$ cat src/rtl/scr1_tcm_dport_ctrl.sv
// TCM port-B requester: maps core dmem req/ack transactions onto a 1-cycle registered-read memory.
// Optional post-reset zero fill of the whole TCM under SCR1_TCM_ZERO_INIT_EN.
module scr1_tcm_dport_ctrl #(
  parameter int unsigned SCR1_WIDTH = 32,
  parameter int unsigned SCR1_SIZE  = 32'h00010000,
  parameter int unsigned AW         = $clog2(SCR1_SIZE)
) (
  input  logic                  clk,
  input  logic                  rst_n,
  input  logic                  dmem_req,
  input  logic                  dmem_cmd,
  input  logic [1:0]            dmem_width,
  input  logic [AW-1:0]         dmem_addr,
  input  logic [SCR1_WIDTH-1:0] dmem_wdata,
  output logic                  dmem_req_ack,
  output logic [SCR1_WIDTH-1:0] dmem_rdata,
  output logic [1:0]            dmem_resp,
  output logic                  mem_ren,
  output logic                  mem_wen,
  output logic [3:0]            mem_web,
  output logic [AW-3:0]         mem_addr,
  output logic [SCR1_WIDTH-1:0] mem_wdata,
  input  logic [SCR1_WIDTH-1:0] mem_rdata
);

  typedef enum logic [1:0] {
`ifdef SCR1_TCM_ZERO_INIT_EN
    ST_INIT,
`endif
    ST_IDLE,
    ST_RESP
  } state_t;

  state_t state, state_next;

  logic                  req_illegal;
  logic                  accept;
  logic [3:0]            byte_en;
  logic                  resp_err;
  logic                  resp_cmd;
  logic [1:0]            resp_width;
  logic [1:0]            resp_addr;
  logic [SCR1_WIDTH-1:0] rdata_shift;

`ifdef SCR1_TCM_ZERO_INIT_EN
  logic [AW-3:0] init_cnt;
  assign dmem_req_ack = (state != ST_INIT);
`else
  assign dmem_req_ack = 1'b1;
`endif

  assign accept = dmem_req & dmem_req_ack;

  always_comb begin
    req_illegal = 1'b0;
    byte_en     = 4'b1111;
    case (dmem_width)
      2'b00: byte_en = 4'b0001 << dmem_addr[1:0];
      2'b01: begin
        byte_en     = 4'b0011 << dmem_addr[1:0];
        req_illegal = dmem_addr[0];
      end
      2'b10: req_illegal = |dmem_addr[1:0];
      default: req_illegal = 1'b1;
    endcase
  end

  always_comb begin
    state_next = state;
    mem_ren    = 1'b0;
    mem_wen    = 1'b0;
    mem_web    = '0;
    mem_addr   = dmem_addr[AW-1:2];
    mem_wdata  = dmem_wdata << {dmem_addr[1:0], 3'b000};
    case (state)
`ifdef SCR1_TCM_ZERO_INIT_EN
      ST_INIT: begin
        mem_wen   = 1'b1;
        mem_web   = '1;
        mem_wdata = '0;
        mem_addr  = init_cnt;
        if (init_cnt == '1) state_next = ST_IDLE;
      end
`endif
      default: begin
        state_next = accept ? ST_RESP : ST_IDLE;
        if (accept && !req_illegal) begin
          mem_ren = ~dmem_cmd;
          mem_wen = dmem_cmd;
          mem_web = dmem_cmd ? byte_en : 4'b0000;
        end
      end
    endcase
    // Keep the memory quiet while reset is held, whatever the inputs do.
    if (!rst_n) begin
      mem_ren = 1'b0;
      mem_wen = 1'b0;
      mem_web = '0;
    end
  end

  always_ff @(posedge clk) begin
    if (!rst_n) begin
`ifdef SCR1_TCM_ZERO_INIT_EN
      state    <= ST_INIT;
      init_cnt <= '0;
`else
      state    <= ST_IDLE;
`endif
      resp_err   <= 1'b0;
      resp_cmd   <= 1'b0;
      resp_width <= 2'b00;
      resp_addr  <= 2'b00;
    end else begin
      state <= state_next;
`ifdef SCR1_TCM_ZERO_INIT_EN
      if (state == ST_INIT) init_cnt <= init_cnt + 1'b1;
`endif
      if (accept) begin
        resp_err   <= req_illegal;
        resp_cmd   <= dmem_cmd;
        resp_width <= dmem_width;
        resp_addr  <= dmem_addr[1:0];
      end
    end
  end

  assign dmem_resp   = (state == ST_RESP) ? (resp_err ? 2'b10 : 2'b01) : 2'b00;
  assign rdata_shift = mem_rdata >> {resp_addr, 3'b000};

  always_comb begin
    dmem_rdata = '0;
    if (state == ST_RESP && !resp_err && !resp_cmd) begin
      case (resp_width)
        2'b00:   dmem_rdata = {{(SCR1_WIDTH-8){1'b0}}, rdata_shift[7:0]};
        2'b01:   dmem_rdata = {{(SCR1_WIDTH-16){1'b0}}, rdata_shift[15:0]};
        default: dmem_rdata = rdata_shift;
      endcase
    end
  end

endmodule
$ cat config.mk
export PLATFORM = sky130hd
export DESIGN_NAME = scr1_tcm_dport_ctrl
export DESIGN_NICKNAME = d
export VERILOG_FILES = /design/src/rtl/scr1_tcm_dport_ctrl.sv
export SDC_FILE = /design/constraint.sdc
export NUM_CORES = 1
export LEC_CHECK = 0
export CORE_MARGIN = 2
export CORE_UTILIZATION = 30
export CTS_CLUSTER_SIZE = 8
export DETAILED_ROUTE_END_ITERATION = 8
export GPL_TIMING_DRIVEN = 0
export PLACE_DENSITY = 0.9
export SYNTH_ARGS = -nofsm -noshare
export SYNTH_HDL_FRONTEND = slang
export SYNTH_SLANG_ARGS = --single-unit
$ cat constraint.sdc
create_clock -name clk -period 4.6 [get_ports clk]
set_clock_uncertainty 0.05 [all_clocks]
set_input_delay 1.15 -clock clk [delete_from_list [all_inputs] [get_ports clk]]
set_output_delay 1.15 -clock clk [all_outputs]
set_load 0.01 [all_outputs]
### Word-level counts from Yosys, hierarchy flattened

Index checks and enable logic that the tools add are counted.

* add/sub/neg operators: 0
* multiply operators: 0
* divide/modulo/power cells: 0
* magnitude comparators: 0
* equal/unequal tests: 4
* shifts and indexed selects: 4
* mux-type cells: 14
* bitwise operators: 1
* reductions and logical operators: 9

Operators with widths (count)
* $pmux 32 s2: 1
* $mux 32: 1
* $shl 32x5->32: 1
* $shr 32x5->32: 1
* $mux 4: 3
* $pmux 4 s2: 1
* $eq 2x1->1 const B: 3
* $mux 1: 5
* $logic_not 2->1: 2
* $mux 2: 2
* $shl 1x2->4 const A: 1
* $shl 2x2->4 const A: 1
* $logic_and 1x1->1: 3
* $logic_not 1->1: 3
* $pmux 1 s3: 1
* $eq 2x2->1 const B: 1
* $reduce_or 2->1: 1
* $not 1->1: 1

* bits in registers: 8
* latch bits: 0
* bits in writable memories: 0
* bits in read-only memories: 0
* input port bits: 86
* output and inout bits: 87
* word-level logic and storage cells: 37
* memories: 0

### Longest topological paths before layout

* depth after elaboration: 6
* mapped depth: 5
* depth with buffers taken out: 3

### Worst setup path after synthesis

OpenSTA, ideal clock, no wires.

* path type: input port to output port
* start: input dmem_req
* end: output mem_web[0]
* data arrival time: 2.290 ns
* required time: 3.400 ns
* slack: 1.110 ns
* stages: 4
* buffers on the path: 1
* path through: buf_2 and2_1 nand2_1 a2111oi_0

* longest elaborated chain between the ends: 3

Ends and longest elaborated chain
* start, declared: RTL line 10 `input logic dmem_req,`
* $logic_and 1x1->1: RTL line 87 `if (accept && !req_illegal) begin`
* $mux 4: RTL line 87
* $mux 4: RTL line 95 `if (!rst_n) begin`
* end, declared: RTL line 20 `output logic [3:0] mem_web,`

Every way passes these cells.

### Worst setup path in the final report

* start: input dmem_addr[1]
* end: output mem_web[2]

* longest elaborated chain between the ends: 6
* elaborated cells on any way between the ends: 10
* classes of those cells: 2 x shift; 5 x mux; 3 x reduce/logical

Ends and longest elaborated chain
* start, declared: RTL line 13 `input logic [AW-1:0] dmem_addr,`
* parallel branches: the longest is 4 deep, another holds $shl 2x2->4
* $mux 4 *: RTL line 87
* $mux 4 *: RTL line 95

Every way passes the cells marked *.

==> metrics <==
outcome=completed; first-pass GRT wire length=10800 µm; Filler Cell Count=about 450; initial antenna violation count=0; # DRC=0; worst endpoint required time=about 3.4 ns; Final Hold Fails=0; cts bufs inserted=3; Wirelength per Cell=about 15 µm; top cells by count, synth=37 x mux2i_1, 28 x nor2_1, 25 x a211oi_1, 23 x nor2b_1, 17 x and2_1; Mapped Area=approximately 1600 µm²; #FFs+latches synth=7; P_leak=approximately 1.3 nW; hold slack=approximately 0.48 ns; post-route cell area=3310 µm²; Post-Synthesis Cells=between 200 and 250; Final Cycle Share=about 94%; asr flop ratio synth=0%; Synth top area share=a little under a quarter; Synthesized Nets=319; CTS tree=built; layout cells sized above 1=roughly 8.7%; all-layer global routing usage=a little over a fifth; core area=~5200 µm²; pwr dens=132 nW/µm²; Initial DRC Count=between 70 and 80; vias per inst=just over 5; Most used DFF post-synth=dfxtp_1; crit path max fanout=10; cell area after placement=about 3300 µm²; Max Clk Rate=approximately 230 MHz; gpl congestion=~0.80; WS Path Type=input port to primary output; Die H=~80 µm; FP Rows=26; fin. max-slew vios=0; Sink Count=7; WL final=6970 µm; die area=about 6000 µm²; crit path cell chain=clkdlybuf4s50_1, buf_2, clkbuf_2, a21oi_1, nor3_1, clkdlybuf4s50_1; max cap viols=0; relative slew slack=a little under three fifths; largest cells by area after synthesis=mux2i_1 23%, a211oi_1 11%, nor2b_1 8.8%, dfxtp_1 8.6%, buf_4 6.9%; pin count of the biggest net entering global routing=11; EDFF count, synth=0; synthesis-to-layout area growth=103%; Initial Util=31.6%; via count=~2300; slowest cell on the critical path=clkdlybuf4s50_1; final net count=~480; RSZ-0062 raised after global routing=no; nature of the critical path endpoint=primary output; grt ovf=0; register area share after synthesis=under 10%; Final HPWL DP=5730 µm; count leader, synth=mux2i_1; cell taking the most area after synthesis=mux2i_1; clock slew at reported path FFs=0.04 ns; Reg area=around 140 µm²; Slew @ Worst Pin=about 0.64 ns; YS warnings=0; final critical-path required period=4.35 ns; Multi-input gate area=~1300 µm²; number of diodes=0; most frequent CP cell=clkdlybuf4s50_1; CTS root buffer=clkbuf_8; vias in the first global route=around 2300; H-Tree Depth=1; Mean Syn Cell Area=around 7 µm²; Synth cell types=29; Hold Crit Class=flop to flop; # setup viols final=0; die width=slightly below 80 µm; Post-Route Setup TNS=0 ns; slowest stage delay, CP=0.57 ns; Longest Clk Path Bufs=2; Post-DRT Antenna Nets=0; Port Buffer Count=between 150 and 200; Clk Latency, worst-skew pair=around 0.22 ns; Ports=between 150 and 200; CP Launch Type=input port; drt first pass iters=4; Post-CTS Hold Buffers=0; Max rail drop VDD=around 75 µV; critical path arrival=~3.2 ns
layout make-up:
| cell class | instances | share of cell area [%] |
|---|---|---|
| Tap cell | 70 | 2.65 |
| Inverter | 2 | 0.227 |
| Buffer | 37 | 6.54 |
| Multi-Input combinational cell | 187 | 38.4 |
| Sequential cell | 7 | 4.23 |
| Timing Repair Buffer | 154 | 46.6 |
| Clock buffer | 4 | 1.36 |
state kept, by name (all words and copies together) (netlist names):
name,count
state,1
resp_addr,2
resp_err,1
resp_cmd,1
resp_width,2
final timing paths:
check,from,end,slack (ns),cells past startpoint
worst max-delay path,dmem_addr[1],mem_web[2],0.25,6
worst min-delay path,resp_cmd$_SDFFE_PN0P_,resp_cmd$_SDFFE_PN0P_,0.48,2
worst max register to register,resp_addr[1]$_SDFFE_PN0P_,resp_addr[1]$_SDFFE_PN0P_,3.45,4
worst min register to register,resp_cmd$_SDFFE_PN0P_,resp_cmd$_SDFFE_PN0P_,0.48,2
through the flow:
stage                     total power, mW  utilization, %  worst slack, ns  instances
after global placement              0.346            63.1           0.0673        457
final                               0.436            64.0            0.254        461
after CTS                           0.439            64.0           0.0708        461
after global routing                0.464            64.0            0.153        461
after floorplan                     0.194               -             1.11        233
after detailed placement            0.351            63.1           0.0708        457
critical path, delay by kind of cell:
kind	cells	cell delay (ns)
buf+inv	4	1.69
simple gates	1	0.20
compound gates	1	0.10
layer usage:
layer	track usage, %	up-vias	part of all wire, %	wire length [µm]
met5	0	-	0	0
met3	3.72	13	9.8	682
met2	42.7	143	52	3610
li1	-	1127	-	-
met4	8.57	0	2.4	168
met1	22.5	1038	36	2510
cell usage in the layout, fill, tap and decap left out, types with 2 or more instances in the layout:
master / count
clkdlybuf4s50_1: 154
mux2i_1: 37
nor2_1: 28
a211oi_1: 25
nor2b_1: 23
and2_1: 17
buf_4: 15
a21oi_1: 11
o21ai_0: 11
buf_2: 10
nand2_1: 10
clkbuf_1: 9
a2bb2oi_1: 8
dfxtp_1: 7
nor3_1: 3
clkbuf_8: 3
inv_1: 2
nor3b_1: 2
or3b_1: 2
buf_1: 2
where the power goes:
part	leakage, nW	switching (mW)	total, mW	internal (mW)
clock network	0.0228	0.0252	0.0850	0.0598
logic	1.19	0.118	0.284	0.166
registers	0.0579	0.00211	0.0669	0.0648
cells by family after synthesis:
logic type	count (synthesis)	synth area share (%)
AO/OA/AOI/OAI	57	23.7
XOR/XNOR	1	0.536
flip-flops	7	8.58
AND/OR/NAND/NOR	91	30.6
multiplexers	37	22.7
buffers and inverters	39	13.6
other	1	0.229
timing repair:
| action | 4_1_cts | 5_1_grt |
|---|---|---|
| setup endpoints to repair | 0 | 1 |
| hold endpoints to repair | 0 | 0 |
| buffers inserted | 0 | 0 |
| resized for setup | 0 | 1 |
Power figures use the tool's default switching activity.
